<file path="src/rtl/if_fetch_stage_pkg.sv">
// Shared definitions for the fetch stage and the pipeline stage registers:
// fetch FSM states, the NOP encoding, the default reset PC and the redirect target helper.
package if_fetch_stage_pkg;

    localparam int XLEN = 32;

    typedef enum logic [1:0] {
        S_REQ  = 2'd0,
        S_WAIT = 2'd1,
        S_HOLD = 2'd2
    } fetch_state_t;

    localparam logic [XLEN-1:0] NOP              = 32'h0000_0000;
    localparam logic [XLEN-1:0] DEFAULT_RESET_PC = 32'h0000_0000;

    // Jump wins over branch; targets are forced onto a word boundary.
    function automatic logic [XLEN-1:0] redirect_target(
        input logic            jump,
        input logic [XLEN-1:0] jump_dest,
        input logic [XLEN-1:0] branch_dest
    );
        logic [XLEN-1:0] t;
        t = jump ? jump_dest : branch_dest;
        return {t[XLEN-1:2], 2'b00};
    endfunction

endpackage

</file>
<file path="src/rtl/if_id_register.sv">
// Generic stage register {instruction, pc, valid}: flush beats hold, hold beats load,
// and a cycle with nothing to load inserts a bubble.
module if_id_register
    import if_fetch_stage_pkg::*;
#(
    parameter int DATA_W = XLEN
) (
    input  logic              clk,
    input  logic              rst_n,
    input  logic              we,
    input  logic              flush,
    input  logic              load,
    input  logic [DATA_W-1:0] load_instr,
    input  logic [DATA_W-1:0] load_pc,
    output logic [DATA_W-1:0] instr,
    output logic [DATA_W-1:0] pc,
    output logic              valid
);

    always_ff @(posedge clk or negedge rst_n) begin
        if (!rst_n) begin
            instr <= DATA_W'(NOP);
            pc    <= '0;
            valid <= 1'b0;
        end else if (flush) begin
            instr <= DATA_W'(NOP);
            valid <= 1'b0;
        end else if (we) begin
            if (load) begin
                instr <= load_instr;
                pc    <= load_pc;
                valid <= 1'b1;
            end else begin
                instr <= DATA_W'(NOP);
                valid <= 1'b0;
            end
        end
    end

endmodule

</file>
<file path="src/rtl/if_fetch_stage.sv">
// Instruction fetch with a single outstanding memory request, a one-word hold buffer
// for responses that arrive while decode is stalled, and the IF/ID register.
module if_fetch_stage
    import if_fetch_stage_pkg::*;
#(
    parameter logic [XLEN-1:0] RESET_PC = DEFAULT_RESET_PC
) (
    input  logic            Clock,
    input  logic            Reset,
    input  logic            PC_WriteEnable,
    input  logic            IFIDWriteEnable,
    input  logic            IFIDFlush,
    input  logic            Branch,
    input  logic [XLEN-1:0] BranchDest,
    input  logic            Jump,
    input  logic [XLEN-1:0] JumpDest,
    output logic            IMemReq,
    output logic [XLEN-1:0] IMemAddr,
    input  logic            IMemReady,
    input  logic            IMemRespValid,
    input  logic [XLEN-1:0] IMemRespData,
    output logic [XLEN-1:0] Instruction,
    output logic [XLEN-1:0] PC,
    output logic            IFIDValid
);

    fetch_state_t    state;
    logic [XLEN-1:0] fpc;
    logic [XLEN-1:0] tagpc;
    logic            drop;
    logic [XLEN-1:0] hold_data;
    logic [XLEN-1:0] hold_pc;

    logic            redirect;
    logic [XLEN-1:0] target;
    logic            accept;
    logic            can_take;
    logic            resp_ok;
    logic            resp_take;
    logic            hold_take;
    logic            load;
    logic [XLEN-1:0] load_instr;
    logic [XLEN-1:0] load_pc;

    assign redirect = (Branch | Jump) & PC_WriteEnable;
    assign target   = redirect_target(Jump, JumpDest, BranchDest);

    // Request is gated by reset so nothing is issued while the stage is held in reset.
    assign IMemReq  = Reset & PC_WriteEnable & (state == S_REQ);
    assign IMemAddr = fpc;
    assign accept   = IMemReq & IMemReady;

    assign can_take  = IFIDWriteEnable & ~IFIDFlush;
    assign resp_ok   = (state == S_WAIT) & IMemRespValid & ~drop & ~redirect;
    assign resp_take = resp_ok & can_take;
    assign hold_take = (state == S_HOLD) & ~redirect & can_take;
    assign load      = resp_take | hold_take;
    assign load_instr = hold_take ? hold_data : IMemRespData;
    assign load_pc    = hold_take ? hold_pc   : tagpc;

    always_ff @(posedge Clock or negedge Reset) begin
        if (!Reset) begin
            state <= S_REQ;
            fpc   <= RESET_PC;
            drop  <= 1'b0;
        end else begin
            if (redirect)
                fpc <= target;
            else if (accept)
                fpc <= fpc + 32'd4;

            case (state)
                S_REQ: begin
                    if (accept) begin
                        state <= S_WAIT;
                        drop  <= redirect;
                    end
                end
                S_WAIT: begin
                    if (IMemRespValid) begin
                        drop <= 1'b0;
                        if (drop | redirect | can_take)
                            state <= S_REQ;
                        else
                            state <= S_HOLD;
                    end else if (redirect) begin
                        drop <= 1'b1;
                    end
                end
                S_HOLD: begin
                    if (redirect | can_take)
                        state <= S_REQ;
                end
                default: state <= S_REQ;
            endcase
        end
    end

    // Address tag and hold buffer are pure data and carry no reset.
    always_ff @(posedge Clock) begin
        if (accept)
            tagpc <= fpc;
        if (resp_ok & ~can_take) begin
            hold_data <= IMemRespData;
            hold_pc   <= tagpc;
        end
    end

    if_id_register #(
        .DATA_W (XLEN)
    ) u_if_id (
        .clk        (Clock),
        .rst_n      (Reset),
        .we         (IFIDWriteEnable),
        .flush      (IFIDFlush),
        .load       (load),
        .load_instr (load_instr),
        .load_pc    (load_pc),
        .instr      (Instruction),
        .pc         (PC),
        .valid      (IFIDValid)
    );

endmodule

</file>
<file path="config.mk">
export PLATFORM = sky130hd
export DESIGN_NAME = if_fetch_stage
export DESIGN_NICKNAME = d
export VERILOG_FILES = /design/src/rtl/if_fetch_stage_pkg.sv /design/src/rtl/if_id_register.sv /design/src/rtl/if_fetch_stage.sv
export SDC_FILE = /design/constraint.sdc
export NUM_CORES = 1
export LEC_CHECK = 0
export ABC_AREA = 1
export CAP_MARGIN = 5
export CORE_MARGIN = 2
export CORE_UTILIZATION = 54
export CTS_CLUSTER_SIZE = 10
export DETAILED_ROUTE_END_ITERATION = 7
export PLACE_DENSITY = 0.86
export SETUP_SLACK_MARGIN = 0.02
export SLEW_MARGIN = 15
export SYNTH_ARGS = -nofsm -noshare
export SYNTH_HDL_FRONTEND = slang
export SYNTH_SLANG_ARGS = --single-unit
</file>
<file path="constraint.sdc">
create_clock -name Clock -period 11.29 [get_ports Clock]
set_input_delay 2.8225 -clock Clock [delete_from_list [all_inputs] [get_ports Clock]]
set_output_delay 2.8225 -clock Clock [all_outputs]
set_load 0.05 [all_outputs]
</file>
== Word-level counts from Yosys, hierarchy flattened ==
Index checks and enable logic that the tools add are counted.
Storage, ports and cells
  register bits: 196
  output and inout port bits: 98
  memory bits (read-only): 0
  RAM bits: 0
  bits in latches: 0
  memories: 0
  logic and storage cells: 64
Operators by class
  magnitude comparators: 0
  equality and inequality tests: 6
  bitwise operators: 21
  multiply operators: 0
  mux-type cells: 20
  reduce and logical (&&, ||, !) cells: 7
  shift operators: 0
  $add $sub $neg: 1
  div/mod/pow operators: 0
Operator list (number)
  $mux W32: 8
  $add A32 B3 Y32 const B: 1
  $and A1 B1 Y1: 12
  $reduce_and A3 Y1: 3
  $mux W2: 4
  $mux W1: 6
  $pmux W2 S3: 1
  $reduce_bool A2 Y1: 3
  $or A1 B1 Y1: 5
  $ne A2 B2 Y1 const B: 2
  $not A1 Y1: 4
  $ne A3 B3 Y1 const B: 1
  $eq A2 B1 Y1 const B: 1
  $eq A2 B2 Y1 const B: 1
  $logic_not A2 Y1: 1
  $ne A2 B1 Y1 const B: 1
  $pmux W1 S2: 1

== Logic depth before layout (Yosys ltp) ==
  word-level depth: 9
  depth in mapped cells: 10

== Hierarchy ==
Synthesis repeated with hierarchy kept, for this count alone.
Unflattened totals
  cells, all modules: 904
  area, all modules: 8879.8 sq um
By module, submodules not included
  if_fetch_stage: times used 1, cells each 615, area an instance 6214.7 sq um
  if_id_register: times used 1, cells each 289, area an instance 2665.1 sq um

== Worst setup path after synthesis ==
Ideal clock, no wire load.
  path kind: input port to flip-flop
  start: input Jump
  end: register hold_data[0] (enable)
  data arrival time: 5.840 ns
  slack: 4.966 ns
  stages on the path: 5
  library setup time: 0.483 ns
  path through: nor2_4 -> nor2_8 -> nor2_1 -> nand3_1 -> nor2_1
Between the ends
  word-level cells in the longest chain between the ends: 5
Ends and longest elaborated chain
  start, declared: line if_fetch_stage.sv:15  | input logic Jump,
  $or A1 B1 Y1: line if_fetch_stage.sv:45  | assign redirect = (Branch | Jump) & PC_WriteEnable;
  $and A1 B1 Y1: line if_fetch_stage.sv:45
  $not A1 Y1: line if_fetch_stage.sv:54  | assign resp_ok = (state == S_WAIT) & IMemRespValid & ~drop & ~redirect;
  $and A1 B1 Y1: line if_fetch_stage.sv:54
  $and A1 B1 Y1: line if_fetch_stage.sv:103  | if (resp_ok & ~can_take) begin
  end signal, assigned: line if_fetch_stage.sv:104  | hold_data <= IMemRespData;
  end, declared: line if_fetch_stage.sv:31  | logic [XLEN-1:0] hold_data;
Every way passes these cells.
A chain may end at the register's enable or synchronous reset.

== Worst setup path in the final report ==
  start: input Reset
  end: output IMemReq
Between the ends
  word-level cells in the longest chain between the ends: 2
Ends and longest elaborated chain
  start, declared: line if_fetch_stage.sv:9  | input logic Reset,
  $and A1 B1 Y1 (2 in a row): line if_fetch_stage.sv:49  | assign IMemReq = Reset & PC_WriteEnable & (state == S_REQ);
  end, declared: line if_fetch_stage.sv:17  | output logic IMemReq,
Every way passes these cells.

==> results.txt <==
The final-layout worst hold slack is 0.442 ns. After layout, the minimum clock period comes to 7.22 ns. The DRC violation count after routing is 0.

The number of antenna violations at the first check in global routing is 0. The routed length per instance came out at between 15 and 20 µm. Of all flip-flops after synthesis, the portion carrying an async set or reset was 51.1%. The number of port buffers is 194. The final worst clock skew came out at between 0.007 and 0.008 ns. Buffers inserted during clock tree synthesis total 17. The total wire length after detailed routing came out at 21300 µm.

The antenna violation net count after detailed routing is 0. The count of different cell masters after synthesis came out at 37. The combinational cell fraction of total power is 31.0%.

The worst slew margin relative to its limit is between 20% and 30%. The highest cell delay on the worst timing path came out at about 0.81 ns. The number of diodes added for antenna fixing came out at 0.

The first-pass iteration count of the detailed router came out at 6. The final design instance area without fill is 11200 µm². In this run, post-CTS repair resized a total of 0 instances. The share of total power dissipated in the clock network is around 27%.

The most critical setup path has its startpoint at Reset. Once placement finished, the instance area stood at 10600 µm². The basic-gate share of the synthesized area counting and, or, nand and nor cells is 21.3%. Of all nets on the critical path, the largest fanout is 45. The area of the core is 15700 µm². The floorplan step defined a die boundary enclosing 16900 µm². The run finished with clean final reports. The critical-path cell with the highest stage delay is sky130_fd_sc_hd__clkdlybuf4s50_1. The final-report hold violation count is 0. The minimum setup slack after placement came out at 4.06 ns. The most common library cell in the layout ignoring fill and taps is sky130_fd_sc_hd__nand2_1.

The sum of negative setup slack is 0 ns. Summing the areas of all compound-gate instances in the mapped netlist gives 10.0% of the synthesized area. The data arrival at the endpoint of the critical path is 4.39 ns. In this run the core area contains 46 standard-cell rows.

The max-slew violation count is 0. The worst hold path belongs to the class reg2reg. Clock-pin slew was measured on the worst setup and hold paths at 0.06 ns. The worst setup path is captured at a primary output. The number of setup buffers added after CTS came out at 0. The post-synthesis area per instance is 8.99 µm². The proportion of synthesized chip area in sequential cells is 60.2%.

The total number of clock tree sinks is around 190. In this run switching power makes up between 30% and 40% of total power. The combinational family with the most area after synthesis is simple AND/OR/NAND/NOR gates. The final route contains 7200 vias. In the synthesized netlist the dominant register cell turns out to be sky130_fd_sc_hd__dfrtp_1. The number of setup violations in the final report is 0. The via count of the first global-routing pass is just under 7k. The top achievable clock speed is 0.139 GHz. The max-capacitance violation count came out at 0. Walking the worst path, the cells encountered are buf_4 -> and3_1 -> clkdlybuf4s50_1. The clock passes through at most 2 buffers. Setup slack closes at 4.07 ns. The root buffer cell chosen for the clock tree is sky130_fd_sc_hd__clkbuf_16.

The worst IR drop on VDD came out at ~0.00011 V. During synthesis, Yosys emitted a total of 0 warnings. The die is approximately 130 µm tall. The number of flops mapped to enable cells by yosys is 92.

In this run, the number of DRC markers left after iteration 0 of detailed routing was about 570. The global-route total usage across every layer is 25.9%. The number of buffers and inverters on the critical path is 2. The adder and majority cell fraction of the synthesized area came out at less than 1%. In the final layout, the share of cells above drive strength 1 is 4.12%. TritonCTS built the clock tree.

The weighted congestion reported at the end of routability-driven placement came out at 0.880. The wire length of the first global-routing pass came out at 33900 µm. The worst hold path begins at tagpc[18]$_DFFE_PP_.

The sequential cell fraction of total power is 41.9%. The cell family contributing the most delay on the critical path is buffers and inverters. The required time reported for the critical path endpoint came out at 8.47 ns. Summed over all cells, the static leakage comes to 4.62 nW. The number of I/O pins came out at 203. The period utilization came out at 63.9%. The worst setup path is of the in2out kind.

The synthesized-area fraction occupied by xor and xnor cells came out at 0.409%. For this design the ratio of total power to cell area is about 190 nW/µm². In the layout the commonest cells are sky130_fd_sc_hd__nand2_1 (206), sky130_fd_sc_hd__clkdlybuf4s50_1 (193), sky130_fd_sc_hd__nor2_1 (116). The internal power is 1.35 mW. The area growth from synthesis to layout is 30.6%. STA classifies the critical path startpoint as an input pin. For this run, the post-layout net count is approximately 1.2k.

The starting density of the core is 54.6%. The number of H-tree levels came out at 4. The horizontal extent of the die came out at 130 µm. The latest clock arrival within the worst-skew pair came out at 0.42 ns. In the synthesized netlist, the number of instances is 954. The number of vias per cell is 5.30. Setup repair after global routing left no endpoint under its margin. The count of hold-fix buffers inserted at cts is 0. The synthesized flop and latch total is 188. The total global routing overflow came out at 0. The worst register-to-register path begins at state[0]$_DFFE_PN0P_. The net switching power is 0.744 mW. After synthesis, the share of cell area in mux cells is less than 1%. Entering global routing, the biggest net connects 96 pins. Summed over all nets, the half-perimeter wirelength after detailed placement is 14400 µm. The transition time at the pin with the least slew margin is 1.10 ns.

After synthesis the cells add up to 8570 µm².
## layout make-up
cell class | instances | area (µm²)
multi-input combinational | 606 | 2780
timing repair buffer | 202 | 2000
sequential | 188 | 5160
clock inverter | 9 | 96.3
inverter | 114 | 428
fill | 1230 | 4520
tap | 216 | 270
clock buffer | 23 | 458
## sequential cells by signal, indices dropped and copies added, names as in the netlist
signal / count
state: 2
hold_pc: 30
drop: 1
IMemAddr: 30
u_if_id.valid: 1
u_if_id.pc: 30
tagpc: 30
u_if_id.instr: 32
hold_data: 32
## worst register-to-register path, stage by stage, from the launching register on
cell	delay, ns
sky130_fd_sc_hd__dfrtp_1	0.41
sky130_fd_sc_hd__nor2_1	0.23
sky130_fd_sc_hd__nand4_1	0.57
sky130_fd_sc_hd__nor2_1	1.06
sky130_fd_sc_hd__inv_1	0.41
sky130_fd_sc_hd__nor2_1	0.18
sky130_fd_sc_hd__nand2_1	0.06
sky130_fd_sc_hd__nand2_1	0.06
sky130_fd_sc_hd__inv_1	0.04
## metrics by stage
step,power (mW),util [%],std cells
final,2.10,71.2,1358
after global routing,2.19,71.2,1358
after CTS,2.11,71.2,1358
after detailed placement,1.54,67.7,1326
after global placement,1.53,67.7,1326
after floorplan,1.28,-,957
## routing by layer
metal  up-vias  track usage, %  part of all wire [%]
met5         -               0                     0
met2       314            42.4                    49
li1       3492               -                     -
met3        26            6.52                   8.7
met1      3368            34.0                    41
met4         0            9.11                   1.7
## final timing paths
path | to | depth (start not counted) | slack [ns]
max in group asynchronous | u_if_id.pc[28]$_DFFE_PN0P_ | 2 | 7.73
setup / recovery | IMemReq | 3 | 4.07
min in group asynchronous | u_if_id.instr[29]$_DFFE_PN0P_ | 1 | 2.40
setup reg to reg | IMemAddr[19]$_DFFE_PN0P_ | 8 | 8.17
hold / removal | hold_pc[18]$_DFFE_PP_ | 0 | 0.44
hold reg to reg | hold_pc[18]$_DFFE_PP_ | 0 | 0.44
## cell families after synthesis
family	count (synthesis)
and+or+nand+nor	430
DFF	188
AOI/OAI and AO/OA	166
buffers and inverters	163
xor gates and xnor gates	4
adders and majority gates	1
other	1
muxes	1
## synthesized netlist by cell type (2+ instances only)
master / instances / share of area [%]
sky130_fd_sc_hd__nand3_1: 52 / 3.0
sky130_fd_sc_hd__buf_2: 14 / 0.82
sky130_fd_sc_hd__nor2_1: 119 / 5.2
sky130_fd_sc_hd__nor3_1: 8 / 0.47
sky130_fd_sc_hd__xor2_1: 3 / 0.31
sky130_fd_sc_hd__buf_1: 4 / 0.18
sky130_fd_sc_hd__clkbuf_1: 24 / 1.1
sky130_fd_sc_hd__o211ai_1: 4 / 0.35
sky130_fd_sc_hd__o21ai_0: 64 / 3.7
sky130_fd_sc_hd__nand2_1: 206 / 9.0
sky130_fd_sc_hd__or2_2: 4 / 0.29
sky130_fd_sc_hd__nand4_1: 32 / 2.3
sky130_fd_sc_hd__dfrtp_1: 96 / 28
sky130_fd_sc_hd__a211oi_1: 2 / 0.18
sky130_fd_sc_hd__a31oi_1: 2 / 0.15
sky130_fd_sc_hd__edfxtp_1: 92 / 32
sky130_fd_sc_hd__buf_4: 6 / 0.53
sky130_fd_sc_hd__inv_1: 112 / 4.9
sky130_fd_sc_hd__o21ai_1: 47 / 2.7
sky130_fd_sc_hd__a21oi_1: 43 / 2.5
sky130_fd_sc_hd__nand3b_1: 4 / 0.35
## power by group through the flow
| stage | clock (mW) | sequential (mW) | combinational [mW] |
|---|---|---|---|
| global placement | 0 | 0.888 | 0.640 |
| global route | 0.606 | 0.891 | 0.689 |
| detailed placement | 0 | 0.892 | 0.649 |
| finish | 0.568 | 0.880 | 0.650 |
| floorplan | 0 | 1.14 | 0.147 |
| CTS | 0.576 | 0.880 | 0.653 |
No activity file was read; power rests on OpenSTA's default activity.
